## src/rtl/ca_pkg.sv

```systemverilog
// Shared types, colours and the rule lookup for the cellular-automaton row generator.
// Pixel component widths come from R_SIZE/G_SIZE/B_SIZE. When a build does not
// provide them, each component defaults to 4 bits.
`ifndef R_SIZE
`define R_SIZE 4
`endif
`ifndef G_SIZE
`define G_SIZE 4
`endif
`ifndef B_SIZE
`define B_SIZE 4
`endif

package ca_pkg;

    localparam int CA_H_DISPLAY = 640;
    localparam int CA_V_DISPLAY = 480;

    localparam int RGB_W = `R_SIZE + `G_SIZE + `B_SIZE;

    localparam logic [RGB_W-1:0] FG_COLOR = '1;
    localparam logic [RGB_W-1:0] BG_COLOR = '0;

    typedef enum logic [1:0] {
        IDLE    = 2'd0,
        INIT    = 2'd1,
        GEN     = 2'd2,
        ROW_END = 2'd3
    } ca_state_e;

    // Wolfram rule lookup. The left neighbour is the MSB of the index.
    function automatic logic ca_next_cell(input logic [7:0] rule,
                                          input logic       left,
                                          input logic       centre,
                                          input logic       right);
        return rule[{left, centre, right}];
    endfunction

endpackage

```

## src/rtl/ca_row_buffer.sv

```systemverilog
// Ping-pong row storage for the automaton: one bank holds the row being displayed
// (cur), and the other bank collects the next row (nxt). Swapping only flips the
// bank select. The neighbourhood of column x_i is presented combinationally.
// Macro CA_WRAP_EN: when it is defined, the edge neighbours wrap around the row.
// When it is undefined, the edge neighbours read as 0.
module ca_row_buffer
    import ca_pkg::*;
#(
    parameter int H  = CA_H_DISPLAY,
    parameter int XW = $clog2(H)
) (
    input  logic          sys_clk,
    input  logic          sys_rst,
    input  logic          clr_i,
    input  logic          wr_en_i,
    input  logic          wr_bit_i,
    input  logic          swap_i,
    input  logic [XW-1:0] x_i,
    output logic          cur_l_o,
    output logic          cur_c_o,
    output logic          cur_r_o
);

    localparam logic [XW-1:0] X_ONE  = XW'(1);
    localparam logic [XW-1:0] X_LAST = XW'(H - 1);

    logic [H-1:0] bank_a_q, bank_a_d;
    logic [H-1:0] bank_b_q, bank_b_d;
    logic         sel_q, sel_d;
    logic [H-1:0] cur_row;
    logic         x_first, x_last;

    // sel_q = 0 : bank A is cur and bank B is nxt; sel_q = 1 swaps the roles.
    assign cur_row = sel_q ? bank_b_q : bank_a_q;
    assign x_first = (x_i == '0);
    assign x_last  = (x_i == X_LAST);

    // Next-state logic: clear and seed, write one bit into nxt, or swap banks.
    always_comb begin
        bank_a_d = bank_a_q;
        bank_b_d = bank_b_q;
        sel_d    = sel_q;
        if (clr_i) begin
            bank_a_d        = '0;
            bank_b_d        = '0;
            bank_a_d[H/2]   = 1'b1;
            sel_d           = 1'b0;
        end else begin
            if (wr_en_i) begin
                if (sel_q) begin
                    bank_a_d[x_i] = wr_bit_i;
                end else begin
                    bank_b_d[x_i] = wr_bit_i;
                end
            end
            if (swap_i) begin
                sel_d = ~sel_q;
            end
        end
    end

    // Bank and select registers; reset clears both rows.
    always_ff @(posedge sys_clk or posedge sys_rst) begin
        if (sys_rst) begin
            bank_a_q <= '0;
            bank_b_q <= '0;
            sel_q    <= 1'b0;
        end else begin
            bank_a_q <= bank_a_d;
            bank_b_q <= bank_b_d;
            sel_q    <= sel_d;
        end
    end

    // Neighbourhood of the current column with the selected edge handling.
    always_comb begin
        cur_c_o = cur_row[x_i];
`ifdef CA_WRAP_EN
        cur_l_o = x_first ? cur_row[H-1] : cur_row[x_i - X_ONE];
        cur_r_o = x_last  ? cur_row[0]   : cur_row[x_i + X_ONE];
`else
        cur_l_o = x_first ? 1'b0 : cur_row[x_i - X_ONE];
        cur_r_o = x_last  ? 1'b0 : cur_row[x_i + X_ONE];
`endif
    end

endmodule

```

## src/rtl/ca_row_generator.sv

```systemverilog
// Generates one frame of a 1-D elementary cellular automaton. Row 0 is a single
// seed cell. Pixels stream out in raster order over a valid/ready write port.
// Macro CA_WRAP_EN (handled in ca_row_buffer) selects toroidal edge neighbours.
//
// state   | meaning
// IDLE    | waiting for ca_start (a start in the done cycle is ignored)
// INIT    | clear banks, seed the centre cell, zero x/y
// GEN     | offer pixel (x,y); on accept store next-row bit and advance x
// ROW_END | bubble cycle: swap banks, next row or finish with ca_done
module ca_row_generator
    import ca_pkg::*;
#(
    parameter  int H_DISPLAY = CA_H_DISPLAY,
    parameter  int V_DISPLAY = CA_V_DISPLAY,
    localparam int XW        = $clog2(H_DISPLAY),
    localparam int YW        = $clog2(V_DISPLAY)
) (
    input  logic             sys_clk,
    input  logic             sys_rst,
    input  logic [7:0]       ca_rule,
    input  logic             ca_start,
    output logic             ca_busy,
    output logic             ca_done,
    output logic             ca_wr_valid,
    input  logic             ca_wr_ready,
    output logic [XW-1:0]    ca_wr_x,
    output logic [YW-1:0]    ca_wr_y,
    output logic [RGB_W-1:0] ca_wr_rgb
);

    localparam logic [XW-1:0] X_LAST = XW'(H_DISPLAY - 1);
    localparam logic [YW-1:0] Y_LAST = YW'(V_DISPLAY - 1);

    ca_state_e     state_q, state_d;
    logic [XW-1:0] x_q, x_d;
    logic [YW-1:0] y_q, y_d;
    logic [7:0]    rule_q, rule_d;
    logic          done_q, done_d;

    logic          buf_clr, buf_wr, buf_swap;
    logic          cur_l, cur_c, cur_r;

    ca_row_buffer #(
        .H  (H_DISPLAY),
        .XW (XW)
    ) u_row_buffer (
        .sys_clk  (sys_clk),
        .sys_rst  (sys_rst),
        .clr_i    (buf_clr),
        .wr_en_i  (buf_wr),
        .wr_bit_i (ca_next_cell(rule_q, cur_l, cur_c, cur_r)),
        .swap_i   (buf_swap),
        .x_i      (x_q),
        .cur_l_o  (cur_l),
        .cur_c_o  (cur_c),
        .cur_r_o  (cur_r)
    );

    // Next-state, counter and row-buffer control decode.
    always_comb begin
        state_d  = state_q;
        x_d      = x_q;
        y_d      = y_q;
        rule_d   = rule_q;
        done_d   = 1'b0;
        buf_clr  = 1'b0;
        buf_wr   = 1'b0;
        buf_swap = 1'b0;
        unique case (state_q)
            IDLE: begin
                // done_q high means the previous frame is still closing out.
                if (ca_start && !done_q) begin
                    rule_d  = ca_rule;
                    state_d = INIT;
                end
            end
            INIT: begin
                buf_clr = 1'b1;
                x_d     = '0;
                y_d     = '0;
                state_d = GEN;
            end
            GEN: begin
                if (ca_wr_ready) begin
                    buf_wr = 1'b1;
                    if (x_q == X_LAST) begin
                        state_d = ROW_END;
                    end else begin
                        x_d = x_q + XW'(1);
                    end
                end
            end
            ROW_END: begin
                buf_swap = 1'b1;
                x_d      = '0;
                if (y_q == Y_LAST) begin
                    done_d  = 1'b1;
                    state_d = IDLE;
                end else begin
                    y_d     = y_q + YW'(1);
                    state_d = GEN;
                end
            end
            default: state_d = IDLE;
        endcase
    end

    // State, counters, latched rule and done pulse.
    always_ff @(posedge sys_clk or posedge sys_rst) begin
        if (sys_rst) begin
            state_q <= IDLE;
            x_q     <= '0;
            y_q     <= '0;
            rule_q  <= '0;
            done_q  <= 1'b0;
        end else begin
            state_q <= state_d;
            x_q     <= x_d;
            y_q     <= y_d;
            rule_q  <= rule_d;
            done_q  <= done_d;
        end
    end

    assign ca_busy     = (state_q != IDLE);
    assign ca_done     = done_q;
    assign ca_wr_valid = (state_q == GEN);
    assign ca_wr_x     = x_q;
    assign ca_wr_y     = y_q;
    assign ca_wr_rgb   = (ca_wr_valid && cur_c) ? FG_COLOR : BG_COLOR;

endmodule

```

## config.mk

```make
export PLATFORM = sky130hd
export DESIGN_NAME = ca_row_generator
export DESIGN_NICKNAME = d
export VERILOG_FILES = /design/src/rtl/ca_pkg.sv /design/src/rtl/ca_row_buffer.sv /design/src/rtl/ca_row_generator.sv
export SDC_FILE = /design/constraint.sdc
export NUM_CORES = 2
export LEC_CHECK = 0
export ABC_CLOCK_PERIOD_IN_PS = 111200
export CAP_MARGIN = 20
export CORE_ASPECT_RATIO = 0.9
export CORE_MARGIN = 4
export CORE_UTILIZATION = 50
export CTS_BUF_LIST = sky130_fd_sc_hd__clkbuf_16
export DETAILED_ROUTE_END_ITERATION = 10
export PLACE_DENSITY_LB_ADDON = 0.25
export SLEW_MARGIN = 10
export SYNTH_ARGS = -nofsm -noshare
export SYNTH_HDL_FRONTEND = slang
export SYNTH_HIERARCHICAL = 1
export SYNTH_SLANG_ARGS = --single-unit
export TNS_END_PERCENT = 20
```

## constraint.sdc

```tcl
create_clock -name sys_clk -period 111.2 [get_ports sys_clk]
set_input_delay 22.24 -clock sys_clk [delete_from_list [all_inputs] [get_ports sys_clk]]
set_output_delay 22.24 -clock sys_clk [all_outputs]
set_load 0.01 [all_outputs]
```

==> impl_summary.txt <==
----------------------------------------------------
[Run status]
  Run status ... finished clean

[Finish]
  Fill cell total of the finished layout ... 14.5k
  Share of the core filled with cells in the final layout ... 0.536
  Area of all placed cells without fillers ... 0.0892 mm^2
  Layout Nets ... roughly 8.0k
  Area of the multi-input gates ... 0.0466 mm^2
  Footprint of the flip-flops and latches ... 0.0328 mm^2
  Ratio of cells with drive above 1 in the final layout ... 0.152
  Layout overhead on the synthesized area ... 6.72%

[Route]
  Routed WL per cell ... 32.4 um
  Router iterations before antenna repair ... 9
  WL final ... 337000 um
  DRC violation total after the first TritonRoute iteration ... 12.7k
  Total number of vias ... 78.2k
  Post-DRT Antenna Nets ... 0
  Final routed DRC violation total ... 0
  Per-cell via count in the routed design ... around 7.5

[Power]
  Leakage dissipation ... 33.9 nW
  Part of the total power dissipated in sequential elements ... 0.242
  Combinational share of power ... 0.527
  Power share of the clock group ... 0.231
  Net Sw Power ... 0.00104 W
  Switching part of the total power ... 0.499
  Power per cell area ... ~23 mW/mm^2
  Internal Power ... 0.00104 W
  Peak supply drop ... between 0.03 and 0.04 mV

[Synthesis]
  Library cell occupying the most area in the post-synthesis netlist ... sky130_fd_sc_hd__dfrtp_1
  Fraction of registers with async set/reset ... 1.00
  Proportion of synthesized chip area in sequential cells ... 0.392
  Syn Nets ... 8625
  Most frequently used flop master after synthesis ... sky130_fd_sc_hd__dfrtp_1
  Count of warnings emitted by yosys ... 6
  Post-Syn Area ... 0.0836 mm^2
  Cell count after synthesis ... between 8k and 9k
  Flip-flop and latch count after synthesis ... about 1.3k
  Count of different cell masters after synthesis ... 86
  EDFF count, synth ... 0
  Syn Area/Cell ... 9.71 um^2
  Area fraction of the dominant cell type after synthesis ... 0.392
  Leading post-synthesis cells by cell area ... sky130_fd_sc_hd__dfrtp_1, sky130_fd_sc_hd__mux4_2, sky130_fd_sc_hd__o21ai_0

[Clock network]
  Number of clock buffers inserted by TritonCTS ... about 140
  Clock Pin Slew Worst Setup and Hold Paths ... 0.06 ns
  Gates resized, CTS repair ... 0
  Root Buffer Master ... sky130_fd_sc_hd__clkbuf_16
  Setup Fix Bufs, Post-CTS ... 0
  H-tree levels ... 4
  Maximum buffer depth of the clock tree ... 3
  CTS Hold Buffers Added ... 0
  Skew-Pair Late Insertion Delay ... roughly 0.85 ns
  Clock tree from TritonCTS ... done
  Total number of clock tree sinks ... about 1.3k

[Setup path]
  Critical setup path kind ... reg2out
  Element type at the critical path end ... output port
  Required time at the worst-slack endpoint ... slightly below 90 ns
  Arr. time, crit path ... 8.30 ns
  Gate family responsible for the most delay along the worst path ... buffers and inverters
  Maximum fanout along the worst path ... 40
  Crit path largest cell delay ... between 1 and 1.5 ns
  Worst setup path startpoint ... ca_wr_x[1]
  Worst R2R Setup Slack ... 97.61 ns
  Cell repeated most along the worst path ... sky130_fd_sc_hd__buf_4
  Cell with the biggest individual delay on the critical path ... sky130_fd_sc_hd__nor3_1
  Reg2Reg Depth ... 20
  Endpoint of the lowest-slack register-to-register path ... u_row_buffer/bank_b_q[516]
  Number of buffer and inverter instances along the worst setup path ... 4
  Startpoint types ... flip-flop
  Cells traversed along the worst timing path ... buf_4, buf_4, buf_4, mux4_2, mux2_2, a21oi_1, o221ai_1, nor3_1, a211oi_1, o21bai_1, nand4b_1, and2_1, clkdlybuf4s50_1
  Launching point of the worst reg2reg path ... ca_wr_x[1]

[Placement]
  Post-detailed-placement half-perimeter wirelength ... 200000 um
  Total of buffers placed on input and output ports ... 45
  Placed inst area ... 0.0845 mm^2
  RePlAce Congestion ... 0.967

[Die]
  Die Outline Area ... 0.174 mm^2
  Count of pins on the block boundary ... 46
  Core area ... 0.166 mm^2
  Initial Utilization ... 0.503
  Row count ... 142
  Die height ... 396 um
  Die X ... 439 um

[Timing]
  Achievable Freq ... about 0.033 GHz
  Final worst-path cycle share ... 0.275
  Time the final worst path needs with I/O delays and setup ... 30.54 ns
  Final number of max-transition violations ... 0
  Tightest slew margin relative to the limit ... 0.0616
  Transition at the pin with the smallest max-transition slack ... 1.41 ns
  Skew final ... 0.0485 ns
  Total negative slack ... 0 ns
  Unrepaired setup endpoints after global routing ... false
  Final Setup Violations ... 0
  Number of hold-slack violations in the final timing report ... 0

[Global route]
  Initial antenna violation count ... 23
  Largest net degree at the start of global routing ... 210
  Global-route wire length before repair ... 501000 um
  Residual overflow from global routing ... 0
  All-Layer GR Usage ... 0.381
  Via count of the first global-routing pass ... 74.7k

[Worst hold path]
  WHS Path Cells ... 1
  Startpoint of the worst hold path ... rule_q[2]
  Min-Delay Path Class ... reg2reg
  Endpoint of the worst hold-timing path ... rule_q[2]

[Flow run]
  Max-cap violations ... 0

----------------------------------------------------
-- registers in the layout, indices dropped and copies added (netlist names) --
| register | flops |
|---|---|
| u_row_buffer/bank_b_q | 640 |
| state_q | 2 |
| ca_wr_x | 10 |
| u_row_buffer/bank_a_q | 640 |
| rule_q | 8 |
| ca_done | 1 |
| ca_wr_y | 9 |
| u_row_buffer/sel_q | 1 |
-- cells in the mapped netlist (15+ instances only) --
| cell type | number |
|---|---|
| sky130_fd_sc_hd__o21ai_0 | 2435 |
| sky130_fd_sc_hd__dfrtp_1 | 1311 |
| sky130_fd_sc_hd__nand2_1 | 945 |
| sky130_fd_sc_hd__a21oi_1 | 716 |
| sky130_fd_sc_hd__mux4_2 | 688 |
| sky130_fd_sc_hd__clkbuf_1 | 651 |
| sky130_fd_sc_hd__mux2i_1 | 437 |
| sky130_fd_sc_hd__nor2_1 | 160 |
| sky130_fd_sc_hd__nand3_1 | 156 |
| sky130_fd_sc_hd__buf_2 | 143 |
| sky130_fd_sc_hd__buf_4 | 108 |
| sky130_fd_sc_hd__a22oi_1 | 89 |
| sky130_fd_sc_hd__o22ai_1 | 79 |
| sky130_fd_sc_hd__o21ai_1 | 70 |
| sky130_fd_sc_hd__nand4_1 | 57 |
| sky130_fd_sc_hd__buf_1 | 51 |
| sky130_fd_sc_hd__and2_1 | 40 |
| sky130_fd_sc_hd__nor3_1 | 39 |
| sky130_fd_sc_hd__buf_6 | 37 |
| sky130_fd_sc_hd__mux2_2 | 29 |
| sky130_fd_sc_hd__a31oi_1 | 28 |
| sky130_fd_sc_hd__nor4_1 | 27 |
| sky130_fd_sc_hd__and3_1 | 26 |
| sky130_fd_sc_hd__a211oi_1 | 24 |
| sky130_fd_sc_hd__a2111oi_0 | 18 |
| sky130_fd_sc_hd__nor2b_1 | 16 |
| sky130_fd_sc_hd__or3_1 | 15 |
-- logic make-up (layout without fill, tap and decap cells) --
group,Yosys count,after routing,share of synthesized area
other,0,30,0
multiplexers,1162,1162,0.244
buffers and inverters,1010,539,0.0559
flip-flops,1311,1311,0.392
XOR/XNOR,21,21,0.00260
AO/OA/AOI/OAI,3570,3570,0.225
adder cells (fa/ha/maj),6,6,0.000898
AND/OR/NAND/NOR,1527,1527,0.0794
-- cell type report --
class	instances	area share
diodes	30	0.000842
well taps	2232	0.0313
flip-flops and latches	1311	0.368
clock inverters	112	0.0100
repair buffers	262	0.0257
inverters	18	0.00104
multi-input cells	6286	0.522
clock buffers	147	0.0412
-- power by group through the flow --
stage	combinational [W]	sequential [W]	clock, W
global route	0.00110	0.000503	0.000503
CTS	0.00103	0.000502	0.000483
floorplan	0.000679	0.000501	0
detailed placement	0.00103	0.000510	0
global placement	0.00102	0.000510	0
finish	0.00110	0.000503	0.000481
-- worst max-delay path by stage --
| stage | to | slack [ns] | depth (start not counted) |
|---|---|---|---|
| after floorplan | u_row_buffer/bank_a_q[0] | 52.86 | 1 |
| after global placement | ca_wr_rgb[10] | 82.05 | 13 |
| after detailed placement | ca_wr_rgb[4] | 81.95 | 13 |
| after CTS | ca_wr_rgb[4] | 81.05 | 13 |
| after global routing | ca_wr_rgb[7] | 80.23 | 13 |
| final | ca_wr_rgb[8] | 80.66 | 13 |
-- cell usage in the layout (no fill, tap or decap), drive strengths merged, types with 30 or more instances in the layout --
cell type and n:
a21oi 717, a22oi 89, and2 46, buf 217
clkbuf 147, clkdlybuf4s50 45, clkinv 61, dfrtp 1311
diode 30, inv 52, mux2i 437, mux4 696
nand2 945, nand3 157, nand4 57, nor2 161
nor3 41, o21ai 2506, o22ai 79
-- per-layer routing --
layer	routed length [um]	global-route usage
met5	204	0.00584
met4	26000	0.237
met3	55400	0.171
met2	137000	0.518
met1	119000	0.494
-- stage by stage --
stage | total power (W) | setup slack, ns | std cells | hold slack, ns
2_1_floorplan | 0.00118 | 52.86 | 8607 | 0.466
3_3_place_gp | 0.00153 | 82.05 | 10100 | 0.480
3_5_place_dp | 0.00154 | 81.95 | 10100 | 0.492
4_1_cts | 0.00202 | 81.05 | 10400 | 0.504
5_1_grt | 0.00210 | 80.23 | 10400 | 0.516
6_report | 0.00208 | 80.66 | 10400 | 0.501
Power figures use the tool's default switching activity.
